--- src/rtl/uart_tx_serializer.sv ---
// UART transmit serializer: pops bytes from a show-ahead TX FIFO and shifts them out as
// start, 8 data bits LSB-first, optional parity and 1 or 2 stop bits, back-to-back when data is waiting.
`timescale 1ns/1ps
module uart_tx_serializer #(
   parameter int CLKS_PER_BIT = 868,
   parameter int PARITY_EN    = 0,
   parameter int PARITY_ODD   = 0,
   parameter int STOP_BITS    = 1
) (
   input  logic       clk_uart_tx,
   input  logic       rst_uart_tx_n,
   input  logic       tx_enable,
   input  logic       fifo_tx_status,
   input  logic [7:0] data_in,
   output logic       next_frame,
   output logic       tx_serial,
   output logic       tx_busy,
   output logic       tx_done
);

   localparam int              CNT_W     = (CLKS_PER_BIT > 1) ? $clog2(CLKS_PER_BIT) : 1;
   localparam logic [CNT_W-1:0] CNT_LAST = CNT_W'(CLKS_PER_BIT - 1);
   localparam logic [2:0]       STOP_LAST = 3'(STOP_BITS - 1);

   typedef enum logic [2:0] {S_IDLE, S_START, S_DATA, S_PARITY, S_STOP} state_t;

   state_t           r_state, w_state_next;
   logic [CNT_W-1:0] r_baud_cnt, w_baud_cnt_next;
   logic [2:0]       r_bit_idx, w_bit_idx_next;
   logic [7:0]       r_shift, w_shift_next;
   logic             r_parity;
   logic             r_tx, w_tx_next;
   logic             r_done, w_done_next;
   logic             r_run;
   logic             w_bit_end;
   logic             w_load_ok;

   assign w_bit_end = (r_baud_cnt == CNT_LAST);
   // r_run keeps the pop strobe quiet while reset is held and for the release edge.
   assign w_load_ok = r_run & tx_enable & fifo_tx_status;

   always_ff @(posedge clk_uart_tx or negedge rst_uart_tx_n) begin
      if (!rst_uart_tx_n) begin
         r_state    <= S_IDLE;
         r_baud_cnt <= '0;
         r_bit_idx  <= '0;
         r_shift    <= '0;
         r_parity   <= 1'b0;
         r_tx       <= 1'b1;
         r_done     <= 1'b0;
         r_run      <= 1'b0;
      end else begin
         r_state    <= w_state_next;
         r_baud_cnt <= w_baud_cnt_next;
         r_bit_idx  <= w_bit_idx_next;
         r_shift    <= w_shift_next;
         r_tx       <= w_tx_next;
         r_done     <= w_done_next;
         r_run      <= 1'b1;
         if (next_frame)
            r_parity <= (^data_in) ^ (PARITY_ODD != 0);
      end
   end

   always_comb begin
      w_state_next    = r_state;
      w_baud_cnt_next = w_bit_end ? '0 : r_baud_cnt + 1'b1;
      w_bit_idx_next  = r_bit_idx;
      w_shift_next    = r_shift;
      w_done_next     = 1'b0;
      w_tx_next       = 1'b1;
      next_frame      = 1'b0;

      case (r_state)
         S_IDLE: begin
            w_baud_cnt_next = '0;
            if (w_load_ok) begin
               next_frame     = 1'b1;
               w_shift_next   = data_in;
               w_bit_idx_next = '0;
               w_state_next   = S_START;
            end
         end
         S_START: begin
            if (w_bit_end)
               w_state_next = S_DATA;
         end
         S_DATA: begin
            if (w_bit_end) begin
               w_shift_next = r_shift >> 1;
               if (r_bit_idx == 3'd7) begin
                  w_bit_idx_next = '0;
                  w_state_next   = (PARITY_EN != 0) ? S_PARITY : S_STOP;
               end else begin
                  w_bit_idx_next = r_bit_idx + 3'd1;
               end
            end
         end
         S_PARITY: begin
            if (w_bit_end)
               w_state_next = S_STOP;
         end
         S_STOP: begin
            // r_bit_idx counts stop bits here; the last stop cycle may chain straight into a new frame.
            if (w_bit_end) begin
               if (r_bit_idx == STOP_LAST) begin
                  w_done_next    = 1'b1;
                  w_bit_idx_next = '0;
                  if (w_load_ok) begin
                     next_frame   = 1'b1;
                     w_shift_next = data_in;
                     w_state_next = S_START;
                  end else begin
                     w_state_next = S_IDLE;
                  end
               end else begin
                  w_bit_idx_next = r_bit_idx + 3'd1;
               end
            end
         end
         default: w_state_next = S_IDLE;
      endcase

      // Line level is registered from the next state so the pin never glitches.
      case (w_state_next)
         S_START:  w_tx_next = 1'b0;
         S_DATA:   w_tx_next = w_shift_next[0];
         S_PARITY: w_tx_next = r_parity;
         default:  w_tx_next = 1'b1;
      endcase
   end

   assign tx_serial = r_tx;
   assign tx_busy   = (r_state != S_IDLE) | next_frame;
   assign tx_done   = r_done;

endmodule
--- config.mk ---
export PLATFORM = sky130hd
export DESIGN_NAME = uart_tx_serializer
export DESIGN_NICKNAME = d
export VERILOG_FILES = /design/src/rtl/uart_tx_serializer.sv
export SDC_FILE = /design/constraint.sdc
export NUM_CORES = 1
export LEC_CHECK = 0
export CAP_MARGIN = 20
export CORE_AREA = 4 4 70 53
export CTS_CLUSTER_DIAMETER = 80
export CTS_CLUSTER_SIZE = 24
export DETAILED_ROUTE_END_ITERATION = 12
export DIE_AREA = 0 0 74 57
export PLACE_DENSITY = 0.78
export SLEW_MARGIN = 20
export SYNTH_ARGS = -nofsm -noshare
export SYNTH_HDL_FRONTEND = slang
export SYNTH_SLANG_ARGS = --single-unit
--- constraint.sdc ---
create_clock -name clk_uart_tx -period 1.9 [get_ports clk_uart_tx]
set_input_delay 0.38 -clock clk_uart_tx [delete_from_list [all_inputs] [get_ports clk_uart_tx]]
set_output_delay 0.38 -clock clk_uart_tx [all_outputs]
set_load 0.03 [all_outputs]
==> report_table.html <==
<table>
<tr><th>Metric</th><th>Value</th></tr>
<tr><th colspan="2">GRT</th></tr>
<tr><td>Overflow left after global routing</td><td>0</td></tr>
<tr><td>Pin count of the biggest net entering global routing</td><td>29</td></tr>
<tr><td>Initial antenna violation count</td><td>0</td></tr>
<tr><td>Overall global routing resource usage</td><td>between 15 and 20%</td></tr>
<tr><td>First-pass GRT wire length</td><td>roughly 6 mm</td></tr>
<tr><td>Number of global-route vias before repair</td><td>around 1200</td></tr>
<tr><th colspan="2">Timing</th></tr>
<tr><td>Hold Violations, Final</td><td>0</td></tr>
<tr><td>Fmax</td><td>0.483 GHz</td></tr>
<tr><td>Total negative slack</td><td>-0.772 ns</td></tr>
<tr><td>Clock tree skew after final layout</td><td>between 0.009 and 0.01 ns</td></tr>
<tr><td>Fin. max-slew vios</td><td>0</td></tr>
<tr><td>Period utilization</td><td>109%</td></tr>
<tr><td>Endpoints failing setup</td><td>9</td></tr>
<tr><td>Minimum clock period</td><td>about 2.1 ns</td></tr>
<tr><td>Final worst setup slack</td><td>-0.170 ns</td></tr>
<tr><td>Setup repair after global routing missed its margin</td><td>true</td></tr>
<tr><th colspan="2">Setup path</th></tr>
<tr><td>Reg-to-reg endpoint</td><td>r_shift[7]</td></tr>
<tr><td>FF-to-FF path depth</td><td>9</td></tr>
<tr><td>Crit-path leading delay family</td><td>compound AO/OA/AOI/OAI gates</td></tr>
<tr><td>Worst setup SP type</td><td>flip-flop</td></tr>
<tr><td>Kind of capture point of the worst setup path</td><td>flip-flop</td></tr>
<tr><td>Most frequent cell on the critical path</td><td>buf_6</td></tr>
<tr><td>Max FO, Critical Path</td><td>6</td></tr>
<tr><td>Critical Path Max Stage Delay</td><td>roughly 0.41 ns</td></tr>
<tr><td>Buf/Inv on CP</td><td>4</td></tr>
<tr><td>Crit Path Category</td><td>flip-flop to flip-flop</td></tr>
<tr><td>Worst endpoint data arrival time</td><td>between 2 and 2.5 ns</td></tr>
<tr><td>Worst setup slack for register-to-register paths</td><td>-0.17 ns</td></tr>
<tr><td>Beginning of the critical path</td><td>r_bit_idx[1]</td></tr>
<tr><td>CP required</td><td>2.07 ns</td></tr>
<tr><td>Worst path slowest cell</td><td>dfrtp_1</td></tr>
<tr><td>Crit Reg-Reg Startpoint</td><td>r_bit_idx[1]</td></tr>
<tr><td>Critical Path, Cell by Cell</td><td>inv_2 -&gt; ha_4 -&gt; or3b_4 -&gt; a221oi_4 -&gt; o21ai_4 -&gt; buf_6 -&gt; buf_4 -&gt; buf_6 -&gt; a22o_1</td></tr>
<tr><th colspan="2">Logic synthesis</th></tr>
<tr><td>Number of nets in the synthesized netlist</td><td>roughly 160</td></tr>
<tr><td>Async SR Flop Fraction</td><td>between 90% and 100%</td></tr>
<tr><td>Flip-flop and latch count after synthesis</td><td>28</td></tr>
<tr><td>Number of enable flip-flop cells after synthesis</td><td>0</td></tr>
<tr><td>Number of distinct library cells after synthesis</td><td>41</td></tr>
<tr><td>Cell area after technology mapping</td><td>1470 µm²</td></tr>
<tr><td>Gate count after technology mapping</td><td>approximately 140</td></tr>
<tr><td>Average size of a mapped cell</td><td>around 10 µm²</td></tr>
<tr><td>Dominant register cell in the synthesized netlist</td><td>dfrtp_1</td></tr>
<tr><td>Number of warnings issued by yosys</td><td>0</td></tr>
<tr><td>Sequential-to-total area share from yosys stat</td><td>47.7%</td></tr>
<tr><th colspan="2">Detailed routing</th></tr>
<tr><td>Post-route antenna net violation count</td><td>0</td></tr>
<tr><td>Final routed DRC violation total</td><td>0</td></tr>
<tr><td>Overall routed net length</td><td>approximately 3.9 mm</td></tr>
<tr><td>Drt first-iter violations</td><td>about 130</td></tr>
<tr><td>Detailed-router iteration count before antenna repair</td><td>6</td></tr>
<tr><td>Drt wl/cell</td><td>between 15 and 20 µm</td></tr>
<tr><td>Vias after detailed routing</td><td>~1300</td></tr>
<tr><td>Via/cell ratio</td><td>between 5 and 6</td></tr>
<tr><th colspan="2">Clock tree</th></tr>
<tr><td>Number of hold buffers added after cts</td><td>0</td></tr>
<tr><td>Root buffer cell</td><td>clkbuf_8</td></tr>
<tr><td>TritonCTS sink count</td><td>28</td></tr>
<tr><td>Number of buffers on the longest clock path</td><td>2</td></tr>
<tr><td>Clock tree from TritonCTS</td><td>done</td></tr>
<tr><td>Latest clock arrival within the worst-skew pair</td><td>approximately 0.28 ns</td></tr>
<tr><td>Level count of the clock H-tree</td><td>1</td></tr>
<tr><td>Number of buffers created by CTS</td><td>3</td></tr>
<tr><td>Clock input transition at the sequential cells of the worst setup and hold paths</td><td>around 0.1 ns</td></tr>
<tr><th colspan="2">Floorplan</th></tr>
<tr><td>Area of the core</td><td>a little over 3000 µm²</td></tr>
<tr><td>Floorplan die area</td><td>~4200 µm²</td></tr>
<tr><td>Die Wd</td><td>between 70 and 80 µm</td></tr>
<tr><td>Count of boundary I/O pins</td><td>16</td></tr>
<tr><td>Chip height</td><td>57 µm</td></tr>
<tr><td>Initial cell density of the core</td><td>between 40% and 50%</td></tr>
<tr><td># rows</td><td>17</td></tr>
<tr><th colspan="2">Final layout</th></tr>
<tr><td>Final core occ</td><td>about two thirds</td></tr>
<tr><td>Final net count</td><td>approximately 200</td></tr>
<tr><td>Antenna Cells</td><td>0</td></tr>
<tr><td>Commonest cells after routing, fill and taps aside</td><td>27 x buf_4, 27 x dfrtp_1, 13 x clkdlybuf4s50_1</td></tr>
<tr><td>Ratio of cells with drive above 1 in the final layout</td><td>29.7%</td></tr>
<tr><td>Register cell area after layout</td><td>~700 µm²</td></tr>
<tr><td>Filler Cell Count</td><td>approximately 210</td></tr>
<tr><td>Area Overhead vs Synth</td><td>36.4%</td></tr>
<tr><td>Total area of multi-input combinational cells</td><td>just under 800 µm²</td></tr>
<tr><th colspan="2">Status</th></tr>
<tr><td>Violated checks</td><td>negative setup slack</td></tr>
<tr><td>Run status</td><td>finished with violations</td></tr>
<tr><th colspan="2">Power</th></tr>
<tr><td>Static leakage</td><td>~0.00094 µW</td></tr>
<tr><td>Maximum ir drop on the vdd rail</td><td>roughly 0.00050 V</td></tr>
<tr><td>Power density of the placed cells</td><td>approximately 910 nW/µm²</td></tr>
<tr><th colspan="2">Min path</th></tr>
<tr><td>Hold WC Path Type</td><td>input port to async pin</td></tr>
<tr><th colspan="2">Place</th></tr>
<tr><td>Placer's final routability congestion estimate</td><td>between 0.9 and 1</td></tr>
<tr><td>Port buffer count</td><td>15</td></tr>
<tr><td>Detail Placement HPWL</td><td>~2.4 mm</td></tr>
<tr><th colspan="2">Run</th></tr>
<tr><td>Reported max-cap violation count</td><td>0</td></tr>
</table>
==> layer usage <==
| layer | up-vias | GRT usage (%) | wire length (µm) |
|---|---|---|---|
| met3 | 4 | 5.99 | 303 |
| li1 | 585 | - | - |
| met4 | 0 | 4.91 | 31 |
| met5 | - | 0 | 0 |
| met1 | 637 | 24.6 | 1610 |
| met2 | 55 | 27.4 | 1920 |
==> worst max-delay path by stage <==
stage	end	cells past startpoint
final	r_shift[7]	9
after global routing	next_frame	5
after CTS	r_shift[1]	8
after detailed placement	r_shift[6]	6
after global placement	r_shift[6]	6
after floorplan	r_bit_idx[1]	5
==> stage by stage <==
step / setup WS, ns / power (µW) / hold slack [ns] / area (µm²) / std cells
2_1_floorplan: 0.0543 / 1080 / 0.0844 / 1470 / 142
3_3_place_gp: -0.0935 / 1230 / 0.471 / 1760 / 206
3_5_place_dp: -0.167 / 1250 / 0.470 / 1760 / 206
4_1_cts: -0.132 / 1760 / 0.480 / 1910 / 217
5_1_grt: -0.287 / 1930 / 0.497 / 2010 / 223
6_report: -0.170 / 1820 / 0.470 / 2010 / 223
==> logic make-up after synthesis <==
| kind of cell | after synthesis | synth area share, % |
|---|---|---|
| flops | 28 | 47.7 |
| fa+ha+maj | 4 | 3.40 |
| compound gates | 25 | 13.4 |
| mux | 3 | 2.38 |
| xor+xnor | 15 | 8.93 |
| simple gates | 49 | 19.4 |
| buf+inv | 17 | 4.59 |
| other cells | 1 | 0.255 |
==> flip-flops by register name, indices dropped and copies added, names as in the netlist <==
signal / count
tx_serial: 1
r_state: 3
r_run: 1
tx_done: 1
r_parity: 1
r_shift: 8
r_baud_cnt: 10
r_bit_idx: 3
==> cell type report <==
cell class,instances,share of cell area [%]
clock buffer,3,2.06
tap,38,2.37
timing repair buffer,43,18.3
clock inverter,1,1.50
inverter,13,2.43
multi-input combinational,97,38.4
sequential,28,35.0
==> timing repair <==
action	4_1_cts	5_1_grt
resized for setup	10	11
buffers inserted	7	6
endpoints found under the setup margin	8	14
pin swaps	7	9
==> synth_stat cells (4+ instances only) <==
master	number	share of area, %
dfrtp_1	27	46
inv_1	13	3.3
nor2_1	12	3.1
xnor2_1	8	4.8
nand2_1	7	1.8
nand3_1	7	2.4
xor2_1	7	4.2
a222oi_1	6	4.1
a21oi_1	5	1.7
o21ai_0	5	1.7
and3_1	4	1.7
ha_1	4	3.4
nand4_1	4	1.7
==> report_power, final <==
group | switching (µW) | leakage, µW | total (µW) | internal (µW)
combinational | 271 | 0.000555 | 540 | 268
clock | 184 | 0.0000357 | 467 | 282
sequential | 96.1 | 0.000346 | 818 | 722
total | 552 | 0.000937 | 1820 | 1270
Power figures use the tool's default switching activity.
==> RTL change 1 (same flow settings) <==
Set the parameter `PARITY_ODD` to 1 (it was 0).
--- a/src/rtl/uart_tx_serializer.sv
+++ b/src/rtl/uart_tx_serializer.sv
@@ -4,7 +4,7 @@
 module uart_tx_serializer #(
    parameter int CLKS_PER_BIT = 868,
    parameter int PARITY_EN    = 0,
-   parameter int PARITY_ODD   = 0,
+   parameter int PARITY_ODD   = 1,
    parameter int STOP_BITS    = 1
 ) (
    input  logic       clk_uart_tx,
Check against the original RTL: same outputs for any inputs over 10 cycles, from zero or initial values and one cycle with rst_uart_tx_n low; that may be too few to reach the edited logic, so the function may still have changed.
==> RTL change 1 against the original RTL <==
The run still ends with negative setup slack left; core utilization shrank 0.78 points; cell count grew 0.45%; wire length shrank 7.4%; area after synthesis grew 8.0%; critical path depth shrank 1; final area shrank 1.2%; sequential cell count is the same; first-iteration DRC count shrank 9.7%; highest routed layer unchanged; worst hold slack lost 0.00084 ns; clock skew shrank 0.0061 ns; setup slack gained 0.15 ns.
Power is not compared: it rests on default switching activity, and its combinational part moved more than twofold at a synthesized area within 25%.
==> RTL change 1: results (changes against the original RTL) <==
### Outcome
- finished with violations — status
- negative setup slack — violations in the final reports

### Critical path
- r_baud_cnt[1] — worst r2r src
- simple AND/OR/NAND/NOR gates — delay-heaviest family, CP
- 0.38 ns — Crit path largest cell delay, -0.03 ns
- -0.02 ns — internal reg-to-reg setup slack, +0.15 ns
- 2.09 ns — arrival time at the worst endpoint, -0.15 ns
- r_shift[0] — worst setup path endpoint
- 8 — Worst Reg-to-Reg Cells, -1

### Drt
- 121 — DR iter-0 viols, -9.7%
- 4 — number of detailed-route iterations in the first pass, -2
- 1620 um — met1 wire length, +0.68%
- 3580 um — final WL, -7.4%
- met4 — top routing layer used
- 5.75 — Avg Vias per Cell, +0.18%
- 1730 um — DR WL met2, -9.8%
- 209 um — met3 WL, -31%

### Cells and area
- 0 — antenna cell count, unchanged
- 203 — number of nets in the layout, +0.50%
- 23.1% — fraction of final layout cells with drive strength greater than 1, -6.6 points
- 232 — Fill cells, +12%
- 224 — final cell count without fillers, +0.45%
- r_baud_cnt: 10 flops, r_shift: 8 flops — largest registers

### STA
- -0.0180 ns — setup slack after layout, +0.152 ns
- 0.469 ns — Hold WS, -0.000839 ns
- -0.0310 ns — total negative slack for setup checks, +0.741 ns
- 4 — final-report setup violation count, -5
- 0.00374 ns — final clock skew, -0.00612 ns

### Hold path
- input pin to async pin — class of the tightest hold or removal check

### Pwr
- 573 nW/um^2 — power per unit of standard cell area
- 441 uV — peak supply drop
- 0.0733 mW — power consumed by combinational cells

### Synth
- 44.2% — sequential element share of the synthesized area, -3.5 points
- 10.1 sq um — Synth Area per Inst, -2.3%
- 3.15% — adder-cell area share of the yosys netlist, -0.25 points
- 44 — Distinct cells, synth, +7.3%
- 27 x sky130_fd_sc_hd__dfrtp_1, 15 x sky130_fd_sc_hd__nor2_1, 12 x sky130_fd_sc_hd__inv_1 — Commonest cells post-synth
- 8.27% — fraction of synthesized cell area in xor and xnor cells, -0.66 points
- sky130_fd_sc_hd__dfrtp_1 43%, sky130_fd_sc_hd__xnor2_1 5.0%, sky130_fd_sc_hd__nor2_1 3.5% — most area-consuming cells after synthesis
- 17.3% — complex-gate fraction of the synthesized area, +4.0 points
- 173 — net count after synthesis, +9.5%
- 1.34% — mux share of post-synthesis cell area, -1.0 points
- 0 — Yosys warning total, unchanged

### Global route
- 17.3% — overall routing resource usage, -0.70 points
- 27.0% — GRT met2 Usage, -0.38 points
- 24.2% — routing usage on met1, -0.34 points
- 4.05% — met3 GRT Util, -1.9 points
- 1276 — via count of the first global-routing pass, +4.2%
- 5800 um — wire length of the first global-routing pass, -1.7%

### Clocking
- 1 — CTS H-tree lvls, unchanged
- sky130_fd_sc_hd__clkbuf_8 — Clk Tree Root Cell
- 0 — post-cts hold buffer count, unchanged
- 3 — TritonCTS Buffers, unchanged

### Placement
- 2430 um — sum of net half-perimeters after detailed placement, +1.2%
- 0.940 — final RePlAce weighted congestion, +0.58%
- 213 — placed insts, +3.4%
- -0.0153 ns — minimum setup slack after placement, +0.152 ns
- 15 — total of buffers placed on input and output ports, unchanged
- 1820 sq um — area post-placement, +3.5%

## RTL change 1: changes by cell type after synthesis, moves of 4 or more
| cell | unedited run | this run |
|---|---|---|
| sky130_fd_sc_hd__nand2_1 | 7 | 2 |
| sky130_fd_sc_hd__a22oi_1 | 0 | 7 |
| sky130_fd_sc_hd__o21ai_1 | 0 | 4 |
| sky130_fd_sc_hd__o21ai_0 | 5 | 9 |
| sky130_fd_sc_hd__a222oi_1 | 6 | 0 |
| sky130_fd_sc_hd__nand2b_1 | 1 | 7 |
## RTL change 1: layout make-up
cell class                      instances  area [sq um]  share of cell area [%]
Sequential cell                        28           702                    35.4
Tap cell                               38          47.5                    2.40
Clock buffer                            3          41.3                    2.08
Clock inverter                          1          30.0                    1.51
Timing Repair Buffer                   31           269                    13.6
Inverter                               12          45.0                    2.27
Multi-Input combinational cell        111           848                    42.8
## RTL change 1: what timing repair did
item,4_1_cts,5_1_grt
setup endpoints to repair,1,9
buffers inserted,6,2
pin swaps,4,2
resized for setup,6,8
==> RTL change 2 (same flow settings) <==
Made on the original files. Take the reset off `r_shift` and load it in a clocked block of its own.
--- a/src/rtl/uart_tx_serializer.sv
+++ b/src/rtl/uart_tx_serializer.sv
@@ -44,7 +44,6 @@
          r_state    <= S_IDLE;
          r_baud_cnt <= '0;
          r_bit_idx  <= '0;
-         r_shift    <= '0;
          r_parity   <= 1'b0;
          r_tx       <= 1'b1;
          r_done     <= 1'b0;
@@ -53,13 +52,16 @@
          r_state    <= w_state_next;
          r_baud_cnt <= w_baud_cnt_next;
          r_bit_idx  <= w_bit_idx_next;
-         r_shift    <= w_shift_next;
          r_tx       <= w_tx_next;
          r_done     <= w_done_next;
          r_run      <= 1'b1;
          if (next_frame)
             r_parity <= (^data_in) ^ (PARITY_ODD != 0);
       end
+   end
+
+   always_ff @(posedge clk_uart_tx) begin
+      r_shift <= w_shift_next;
    end
 
    always_comb begin
Behaviour: no difference found for any inputs over 10 cycles, from zero or initial values and one cycle with rst_uart_tx_n low; that may be too few to reach the edited logic, so the function may still have changed.
==> RTL change 2 against the original RTL <==
Wire length fell by 14%; sequential cell count did not move; count of clock-buffer cells in the layout rose by 1; clock skew fell by 0.0073 ns; final area fell by 1.9%; critical path depth fell by 3; largest cell class unchanged; the flow still finishes with violations (negative setup slack); area after synthesis rose by 8.2%; setup slack improved by 0.067 ns; core utilization fell by 1.3 points; global-route usage fell by 1.0 points.
Power is not compared: it rests on default switching activity, and its combinational part moved more than twofold at a synthesized area within 25%.
==> RTL change 2: results (changes against the original RTL) <==
### Critical path
- 2 — critical-path maximum fanout, -4
- r_bit_idx[2] — destination of the worst register-to-register timing path
- simple AND/OR/NAND/NOR gates — delay-heaviest family, CP
- r_baud_cnt[0] — worst r2r src
- sky130_fd_sc_hd__dfrtp_1 — slowest cell on the critical path
- -0.08 ns — internal reg-to-reg setup slack, +0.09 ns
- 8 — Worst Reg-to-Reg Cells, -1
- 0.38 ns — Crit path largest cell delay, -0.03 ns
- 1.62 ns — arrival time at the worst endpoint, -0.62 ns

### Pwr
- 0.853 nW — leakage dissipation
- 362 uV — peak supply drop

### Drt
- 4 — number of detailed-route iterations in the first pass, -2
- 0 — count of nets left with antenna violations after detail routing, unchanged
- 157 um — met3 WL, -48%
- 5.48 — Avg Vias per Cell, -4.6%
- 3310 um — final WL, -14%
- 1630 um — DR WL met2, -15%
- 54 — DR iter-0 viols, -60%
- 1480 um — met1 wire length, -7.9%
- met4 — top routing layer used

### Synth
- sky130_fd_sc_hd__dfrtp_1 30%, sky130_fd_sc_hd__edfxtp_1 13%, sky130_fd_sc_hd__mux2i_1 5.7% — most area-consuming cells after synthesis
- 46.0% — sequential element share of the synthesized area, -1.7 points
- 71.4% — asr flop ratio synth, -29 points
- 0 — Yosys warning total, unchanged
- 19 x sky130_fd_sc_hd__dfrtp_1, 17 x sky130_fd_sc_hd__nor2_1, 11 x sky130_fd_sc_hd__nand2_1 — Commonest cells post-synth
- 46 — Distinct cells, synth, +12%
- 163 — net count after synthesis, +3.2%
- 147 — synthesized instance count, +3.5%
- 7 — Post-synth EDFFs, +7

### STA
- 0 — final number of hold-violating endpoints, unchanged
- -0.102 ns — setup slack after layout, +0.0673 ns
- 10 — final-report setup violation count, +1
- 0.00261 ns — final clock skew, -0.00726 ns
- 0.433 ns — Hold WS, -0.0373 ns
- -0.345 ns — total negative slack for setup checks, +0.426 ns

### Placement
- -0.0251 ns — minimum setup slack after placement, +0.142 ns
- 0.814 — final RePlAce weighted congestion, -13%
- 203 — placed insts, -1.5%
- 2520 um — sum of net half-perimeters after detailed placement, +5.3%
- 1840 sq um — area post-placement, +4.5%
- 15 — total of buffers placed on input and output ports, unchanged

### Outcome
- finished with violations — status
- negative setup slack — violations in the final reports

### Global route
- 0 — number of antenna violations at the first check in global routing, unchanged
- 5550 um — wire length of the first global-routing pass, -6.0%
- 1186 — via count of the first global-routing pass, -3.1%
- 3.87% — met3 GRT Util, -2.1 points
- 17.0% — overall routing resource usage, -1.0 points
- 26.9% — GRT met2 Usage, -0.51 points
- 21 — maximum number of pins on one net before global-route repair, -28%
- 23.3% — routing usage on met1, -1.2 points

### Cells and area
- 192 — number of nets in the layout, -5.0%
- r_baud_cnt: 10 flops, r_shift: 8 flops — largest registers
- 0 — antenna cell count, unchanged
- 22.3% — fraction of final layout cells with drive strength greater than 1, -7.4 points
- 213 — final cell count without fillers, -4.5%

### Clocking
- 0.09 ns — clock-pin slew on the worst setup and hold paths
- 0.27 ns — Worst-Skew Late Latency
- 2 — maximum buffer depth of the clock tree, unchanged
- 3 — TritonCTS Buffers, unchanged

-- RTL change 2: power by group --
group | switching [mW] | internal [mW]
clock | 0.177 | 0.151
sequential | 0.000336 | 0.614
combinational | 0.0337 | 0.0445
-- RTL change 2: kinds of logic after synthesis --
| family | count (synthesis) | share of synthesized area [%] |
|---|---|---|
| AND/OR/NAND/NOR | 56 | 19.0 |
| AO/OA/AOI/OAI | 21 | 11.6 |
| other | 1 | 0.236 |
| adder cells (fa/ha/maj) | 4 | 3.14 |
| flip-flops | 28 | 46.0 |
| XOR/XNOR | 15 | 8.25 |
| buffers and inverters | 10 | 3.54 |
| multiplexers | 12 | 8.25 |
-- RTL change 2: layout make-up --
| class | instances | area (sq um) |
|---|---|---|
| Fill cell | 245 | 1070 |
| Multi-Input combinational cell | 109 | 847 |
| Sequential cell | 28 | 732 |
| Timing Repair Buffer | 31 | 285 |
| Tap cell | 38 | 47.5 |
| Clock buffer | 4 | 45.0 |
| Inverter | 3 | 11.3 |
-- RTL change 2: repair_timing --
item | CTS | global route
endpoints found under the setup margin | 9 | 22
pin swaps | 2 | 0
cloned | 0 | 0
buffers inserted | 4 | 2
hold buffers | 0 | 0
resized for setup | 4 | 6
-- RTL change 2: worst max-delay path by stage --
stage              startpoint            to  slack, ns  depth (start not counted)
6_report        r_baud_cnt[0]    next_frame      -0.10                          6
5_1_grt         r_baud_cnt[0]    next_frame      -0.20                          6
4_1_cts         r_baud_cnt[0]    next_frame      -0.08                          6
3_5_place_dp    r_baud_cnt[1]    next_frame      -0.03                          6
3_3_place_gp   fifo_tx_status  r_bit_idx[0]     -0.005                          5
2_1_floorplan   r_baud_cnt[0]      r_parity       0.02                          7
